<file path="src/rtl/cpu_types_pkg.sv">
// Shared RAM-side types for the multicore memory path.
// Latency: n/a (types only).
// Backpressure: n/a (types only).
// Contents: RAM status encoding, machine word, arbiter state encoding.
package cpu_types_pkg;

  typedef enum logic [1:0] {
    FREE   = 2'd0,
    BUSY   = 2'd1,
    ACCESS = 2'd2,
    ERROR  = 2'd3
  } ramstate_t;

  typedef logic [31:0] word_t;

  typedef enum logic {
    IDLE  = 1'b0,
    GRANT = 1'b1
  } arb_state_t;

endpackage

</file>
<file path="src/rtl/memory_arbiter_rr_picker.sv">
// Round-robin picker: first asserted request at or after ptr_i, cyclically.
// Latency: purely combinational.
// Backpressure: none; the caller decides when to act on the pick.
// Ports: req_i (request vector), ptr_i (search start) -> vld_o (any request),
//        idx_o (chosen index). N must be at least 2.
module rr_picker #(
  parameter int N = 2,
  localparam int W = $clog2(N)
) (
  input  logic [N-1:0] req_i,
  input  logic [W-1:0] ptr_i,
  output logic         vld_o,
  output logic [W-1:0] idx_o
);

  int           s;
  logic [W-1:0] cand;

  always_comb begin
    vld_o = 1'b0;
    idx_o = '0;
    s     = 0;
    cand  = '0;
    for (int k = 0; k < N; k++) begin
      // Wrap ptr+k back into 0..N-1 without relying on a power-of-two N.
      s = int'(ptr_i) + k;
      if (s >= N) s = s - N;
      cand = W'(s);
      if (!vld_o && req_i[cand]) begin
        vld_o = 1'b1;
        idx_o = cand;
      end
    end
  end

endmodule

</file>
<file path="src/rtl/memory_arbiter.sv">
// Arbitrates CPUS cores' instruction/data channels onto one single-ported RAM.
// Latency: request seen in cycle n -> RAM strobes in n+1; completion in the first ACCESS cycle; one idle cycle between grants.
// Backpressure: ungranted channels see wait=1 until their transaction completes; a grant is never preempted.
// Ports: CLK/nRST; per-core iREN/dREN/dWEN, iaddr/daddr/dstore in; iwait/dwait, iload/dload out;
//        RAM side ramREN/ramWEN/ramaddr/ramstore out, ramload/ramstate in; ram_err pulse out.
module memory_arbiter
  import cpu_types_pkg::*;
#(
  parameter int CPUS   = 2,
  parameter int ADDR_W = 32,
  parameter int DATA_W = 32
) (
  input  logic                          CLK,
  input  logic                          nRST,
  input  logic [CPUS-1:0]               iREN,
  input  logic [CPUS-1:0]               dREN,
  input  logic [CPUS-1:0]               dWEN,
  input  logic [CPUS-1:0][ADDR_W-1:0]   iaddr,
  input  logic [CPUS-1:0][ADDR_W-1:0]   daddr,
  input  logic [CPUS-1:0][DATA_W-1:0]   dstore,
  output logic [CPUS-1:0]               iwait,
  output logic [CPUS-1:0]               dwait,
  output logic [CPUS-1:0][DATA_W-1:0]   iload,
  output logic [CPUS-1:0][DATA_W-1:0]   dload,
  output logic                          ramREN,
  output logic                          ramWEN,
  output logic [ADDR_W-1:0]             ramaddr,
  output logic [DATA_W-1:0]             ramstore,
  input  logic [DATA_W-1:0]             ramload,
  input  ramstate_t                     ramstate,
  output logic                          ram_err
);

  localparam int PW = $clog2(CPUS);

  arb_state_t    state_q, state_d;
  logic [PW-1:0] gnt_cpu_q, gnt_cpu_d;
  logic          gnt_isd_q, gnt_isd_d;  // 1: data channel granted, 0: instruction
  logic [PW-1:0] dptr_q, dptr_d;
  logic [PW-1:0] iptr_q, iptr_d;

  logic          d_vld, i_vld;
  logic [PW-1:0] d_idx, i_idx;
  logic          g_dren, g_dwen, g_req, in_grant, done;
  logic [PW-1:0] gnt_nxt;

  rr_picker #(.N(CPUS)) u_dpick (
    .req_i (dREN | dWEN),
    .ptr_i (dptr_q),
    .vld_o (d_vld),
    .idx_o (d_idx)
  );

  rr_picker #(.N(CPUS)) u_ipick (
    .req_i (iREN),
    .ptr_i (iptr_q),
    .vld_o (i_vld),
    .idx_o (i_idx)
  );

  // Granted channel's live request; dropping it aborts the transaction.
  always_comb begin
    g_dren   = dREN[gnt_cpu_q];
    g_dwen   = dWEN[gnt_cpu_q];
    g_req    = gnt_isd_q ? (g_dren | g_dwen) : iREN[gnt_cpu_q];
    in_grant = (state_q == GRANT);
    done     = in_grant && g_req && (ramstate == ACCESS);
    gnt_nxt  = (gnt_cpu_q == PW'(CPUS - 1)) ? '0 : gnt_cpu_q + 1'b1;
  end

  always_ff @(posedge CLK or negedge nRST) begin
    if (!nRST) begin
      state_q   <= IDLE;
      gnt_cpu_q <= '0;
      gnt_isd_q <= 1'b0;
      dptr_q    <= '0;
      iptr_q    <= '0;
    end else begin
      state_q   <= state_d;
      gnt_cpu_q <= gnt_cpu_d;
      gnt_isd_q <= gnt_isd_d;
      dptr_q    <= dptr_d;
      iptr_q    <= iptr_d;
    end
  end

  always_comb begin
    state_d   = state_q;
    gnt_cpu_d = gnt_cpu_q;
    gnt_isd_d = gnt_isd_q;
    dptr_d    = dptr_q;
    iptr_d    = iptr_q;
    case (state_q)
      IDLE: begin
        if (d_vld) begin
          state_d   = GRANT;
          gnt_cpu_d = d_idx;
          gnt_isd_d = 1'b1;
        end else if (i_vld) begin
          state_d   = GRANT;
          gnt_cpu_d = i_idx;
          gnt_isd_d = 1'b0;
        end
      end
      GRANT: begin
        if (!g_req) begin
          state_d = IDLE;
        end else if (ramstate == ACCESS) begin
          state_d = IDLE;
          if (gnt_isd_q) dptr_d = gnt_nxt;
          else           iptr_d = gnt_nxt;
        end
      end
      default: state_d = IDLE;
    endcase
  end

  // RAM side depends only on the registered grant (plus the granted
  // channel's own request/address), never on the pickers.
  always_comb begin
    ramREN   = 1'b0;
    ramWEN   = 1'b0;
    ramaddr  = '0;
    ramstore = '0;
    iwait    = '1;
    dwait    = '1;
    iload    = '0;
    dload    = '0;
    ram_err  = in_grant && g_req && (ramstate == ERROR);
    if (in_grant) begin
      if (gnt_isd_q) begin
        ramWEN  = g_dwen;
        ramREN  = g_dren & ~g_dwen;  // write wins over read
        ramaddr = daddr[gnt_cpu_q];
        if (g_dwen) ramstore = dstore[gnt_cpu_q];
      end else begin
        ramREN  = 1'b1;
        ramaddr = iaddr[gnt_cpu_q];
      end
    end
    if (done) begin
      if (gnt_isd_q) begin
        dwait[gnt_cpu_q] = 1'b0;
        if (!g_dwen) dload[gnt_cpu_q] = ramload;
      end else begin
        iwait[gnt_cpu_q] = 1'b0;
        iload[gnt_cpu_q] = ramload;
      end
    end
  end

endmodule

</file>
<file path="config.mk">
export PLATFORM = sky130hd
export DESIGN_NAME = memory_arbiter
export DESIGN_NICKNAME = d
export VERILOG_FILES = /design/src/rtl/cpu_types_pkg.sv /design/src/rtl/memory_arbiter_rr_picker.sv /design/src/rtl/memory_arbiter.sv
export SDC_FILE = /design/constraint.sdc
export NUM_CORES = 1
export LEC_CHECK = 0
export ABC_AREA = 1
export BUFFER_PORTS_ARGS = -buffer_cell sky130_fd_sc_hd__buf_2
export CELL_PAD_IN_SITES_DETAIL_PLACEMENT = 0
export CELL_PAD_IN_SITES_GLOBAL_PLACEMENT = 2
export CORE_MARGIN = 10
export CORE_UTILIZATION = 10
export DETAILED_ROUTE_END_ITERATION = 10
export MAX_ROUTING_LAYER = met4
export PLACE_DENSITY_LB_ADDON = 0.3
export SLEW_MARGIN = 20
export SYNTH_ARGS = -nofsm -noshare
export SYNTH_HDL_FRONTEND = slang
export SYNTH_SLANG_ARGS = --single-unit
</file>
<file path="constraint.sdc">
create_clock -name CLK -period 2.4 [get_ports CLK]
set_input_delay 0.72 -clock CLK [delete_from_list [all_inputs] [get_ports CLK]]
set_output_delay 0.72 -clock CLK [all_outputs]
set_load 0.02 [all_outputs]
</file>
# ---- Yosys cells after proc, flatten, opt, wreduce, memory -nomap -nowiden
# Cells that the tools add are included.
dict set report word_totals {
  ff_bits 5
  input_bits 234
  out_inout_bits 199
  elab_cells 109
}
dict set report classes {
  add_sub_neg 7
  order_cmp 10
  n_eq_ne 2
  muxes 65
  bitwise 8
  reduce_logical 12
}
# operator n
set ops {}
lappend ops {{$mux 32} 12}
lappend ops {{$mux 64} 5}
lappend ops {{$and 64x64->64} 1}
lappend ops {{$mux 1} 41}
lappend ops {{$demux 32 s1} 1}
lappend ops {{$lt 1x2->1 const B} 5}
lappend ops {{$mux 2} 4}
lappend ops {{$reduce_and 4->1} 2}
lappend ops {{$logic_and 1x1->1} 6}
lappend ops {{$add 1x1->2 const B} 2}
lappend ops {{$eq 2x2->1 const B} 2}
lappend ops {{$ge 1x2->1 const B} 2}
lappend ops {{$ge 2x2->1 const B} 2}
lappend ops {{$sub 1x1->1 const B} 4}
lappend ops {{$not 1->1} 3}
lappend ops {{$logic_not 1->1} 2}
lappend ops {{$not 2->2} 1}
lappend ops {{$or 2x2->2} 1}
lappend ops {{$pmux 1 s2} 1}
lappend ops {{$reduce_and 2->1} 1}
lappend ops {{$reduce_bool 2->1} 1}
lappend ops {{$add 1x1->1 const B} 1}
lappend ops {{$and 1x1->1} 1}
lappend ops {{$demux 1 s1} 1}
lappend ops {{other kinds (2)} 2}

# ---- Depth between registers and ports, before layout
dict set report logic_depth {
  ltp_word 11
  depth_mapped 8
  depth_no_buf 7
}

# ---- Hierarchy
# From an unflattened synthesis, not the netlist that was laid out.
dict set report hier_totals {
  hier_cells 664
  area_unflattened_um2 2820.2
}
# mod instances cells_per_inst area_each_um2 seq_area_each_um2
set modules_own_cells {}
lappend modules_own_cells {memory_arbiter 1 656 2782.7 125.1}
lappend modules_own_cells {rr_picker 2 4 18.8 0.0}

# ---- Worst setup path before layout
# OpenSTA, ideal clock, no wires.
dict set report synth_path {
  path_type {input -> output}
  from {input dWEN[0]}
  to {output dload[24] (netlist bit)}
  arrival_ns 1.774
  path_slack_ns -0.094
  path_stages 7
  path_cell_list {inv_1 > nand2_1 > nand2_1 > nand2_1 > nand4_1 > buf_2 > nor2_1}
}
# item line
set synth_rtl {}
lappend synth_rtl {{start, declared} memory_arbiter.sv:17} ;# input logic [CPUS-1:0] dWEN,
lappend synth_rtl {{end, declared} memory_arbiter.sv:24} ;# output logic [CPUS-1:0][DATA_W-1:0] dload,

==> summary.txt <==
STA
  • Slew Limit Fails: 0
  • Layout Skew: approximately 0.0014 ns
  • Worst Max-Slew Pin Slew: about 0.56 ns
  • Period utilization: 1.08
  • Endpoints failing hold: 0
  • Relative slew slack: 0.626
  • Setup TNS: -21.01 ns
  • Setup ws final: -0.200 ns
  • WHS: about 0.31 ns
  • Peak Freq: between 0.3 and 0.4 GHz
  • Tmin final: 2.60 ns
  • RSZ-0062 raised after global routing: true
  • Setup violators final: 195

Routing
  • WL final: between 30000 and 40000 um
  • Post-route DRC: 0
  • Via count: 6300
  • Wire length per cell: between 20 and 25 um
  • Initial DRC Count: about 210
  • ANT nets after route: 0
  • TritonRoute pass-1 iters: 4
  • DR vias/cell: between 4 and 5

Finish
  • Share of cells above drive strength 1: 0.635
  • Commonest non-fill, non-tap cell in the layout: nand2_1
  • Fin cells: around 1500
  • Nets: ~1400
  • Commonest cells after routing, fill and taps aside: nand2_1 (264), buf_2 (245), buf_6 (153)
  • Final instance area: around 9200 um^2
  • Layout Utilization: 0.327
  • Area Overhead vs Synth: 220%

Worst setup path
  • Critical path origin: gnt_cpu_q
  • Req. time, crit path: 1.68 ns
  • Worst setup SP type: register
  • Worst Setup Path Type: reg2out
  • CP Capture Type: primary output
  • CP max stage delay: roughly 0.5 ns
  • Crit path capture: dload[49]
  • Arr. time, crit path: between 1.5 and 2 ns
  • FF-to-FF path depth: 7
  • Crit Path Max Fanout: 8
  • RR Endpoint: gnt_cpu_q
  • Reg2reg start: gnt_cpu_q
  • R2R Setup Slk: just over 0.9 ns
  • Critical-path cell list: clkinv_8 -> nand2_4 -> nand2_4 -> nand2_4 -> buf_6 -> nand4_1 -> buf_6 -> buf_16 -> nor2_4 -> buf_6
  • Slowest-stage cell, CP: dfrtp_4

Clock network
  • Clock buffer depth: 2
  • Clock Tree Root: clkbuf_16
  • Post-cts hold buffer count: 0
  • H-Tree Depth: 1
  • Clock Pin Slew Worst Setup and Hold Paths: ~0.040 ns
  • CTS Buf Count: 3
  • Clock Latency Late Sink: roughly 0.23 ns
  • CTS tree: yes
  • Clock sink count: 5

Die
  • # IOs: 433
  • Die ar.: roughly 36000 um^2
  • Row cnt: 61
  • Initial Util: 0.102
  • Die width: approximately 190 um
  • Die H: roughly 190 um
  • Core area: about 28000 um^2

Place
  • Pre-CTS setup slack: -0.220 ns
  • Area after DPL: roughly 5900 um^2
  • Post-Place Cells: 1461
  • Detailed Place HPWL: 21100 um
  • Port bufs: roughly 430
  • Gpl congestion: between 0.8 and 0.9

Synthesis
  • Mapped cell area: 2860 um^2
  • Avg Cell Area, Syn: between 4 and 5 um^2
  • Sequential share of the synthesized area: 0.0437
  • Synth Register Bits: 5
  • Syn Inst Count: 667
  • Syn_nets: between 900 and 1000
  • Netlist cell types: 15
  • Yosys warns: 0

Global routing
  • Largest net degree at the start of global routing: 51
  • All-layer global routing usage: 0.165
  • Global route overflow: 0
  • Vias in the first global route: just under 7000
  • Antenna violations before repair: 4
  • First-pass GRT wire length: about 44000 um

Run status
  • Status: finished with violations
  • Violated checks: setup timing

Min path
  • Hold WC Path Type: in2async

Pwr
  • Pleak: around 4.4 nW
  • Pwr Density: roughly 800 nW/um^2
  • Combinational share of power: 0.934
  • Peak VDD IR: 0.442 mV
  • P_int: 3.39 mW
  • Switch Pwr: between 3 and 4 mW
  • Sequential Power Share: 0.028
  • Switching part of the total power: 0.540
  • Clock power share: 0.038
  • Total chip power: between 7 and 8 mW

Run
  • Max Cap Viol: 0
-- final cells by class --
cell class | instances | area, um^2
Fill cell | 3118 | 18800
Timing Repair Buffer | 526 | 4710
Multi-Input combinational cell | 561 | 3580
Tap cell | 378 | 473
Inverter | 44 | 180
Sequential cell | 5 | 130
Clock buffer | 4 | 78.8
Antenna cell | 5 | 12.5
-- worst min path at each step --
stage	startpoint	to	slack [ns]
floorplan	nRST	dptr_q	0.42
global placement	dptr_q	dptr_q	0.46
detailed placement	dptr_q	dptr_q	0.46
CTS	nRST	dptr_q	0.31
global route	nRST	dptr_q	0.32
finish	nRST	iptr_q	0.31
-- timing repair --
item / in CTS / in global routing
pin swaps: 10 / 26
setup endpoints to repair: 197 / 199
setup buffers: 26 / 9
gates cloned: 22 / 3
gates resized for setup: 554 / 94
-- state kept, by name, indices dropped and copies added, names as in the netlist --
register / cells
dptr_q: 1
gnt_cpu_q: 1
iptr_q: 1
in_grant: 1
gnt_isd_q: 1
-- worst max-delay path: cells and delay by family (launching register included) --
| kind | cells | cell delay [ns] |
|---|---|---|
| flops | 1 | 0.50 |
| buf+inv | 5 | 0.68 |
| simple gates | 5 | 0.45 |
-- per-layer routing --
metal / global-route usage / routed length (um)
met5: - / 0
met3: 0.0356 / 1830
met2: 0.307 / 16600
met4: 0.0296 / 534
met1: 0.176 / 12000
-- cells in the mapped netlist --
cell type	n	share of area
clkbuf_1	38	0.050
nand3_1	71	0.12
nand2_1	282	0.37
a21oi_1	33	0.058
buf_1	8	0.010
dfrtp_1	5	0.044
o21ai_0	2	0.0035
buf_2	11	0.019
nor2_1	135	0.18
nor3_4	1	0.0057
inv_1	43	0.056
a31oi_1	32	0.070
or2_2	1	0.0022
nand4_1	4	0.0087
inv_2	1	0.0013
-- power by group through the flow --
stage	combinational [mW]	clock, mW	sequential (mW)
global placement	4.31	0	0.204
global route	7.34	0.283	0.223
floorplan	2.52	0	0.155
CTS	6.45	0.278	0.211
finish	6.87	0.277	0.209
detailed placement	4.26	0	0.200
-- logic make-up (layout without fill, tap and decap cells) --
| logic type | after synthesis | count (layout) | share of synthesized area |
|---|---|---|---|
| AOI/OAI and AO/OA | 67 | 67 | 0.131 |
| buffers and inverters | 101 | 574 | 0.137 |
| DFF | 5 | 5 | 0.0437 |
| other | 0 | 5 | 0 |
| and+or+nand+nor | 494 | 494 | 0.688 |
No activity file was read; power rests on OpenSTA's default activity.
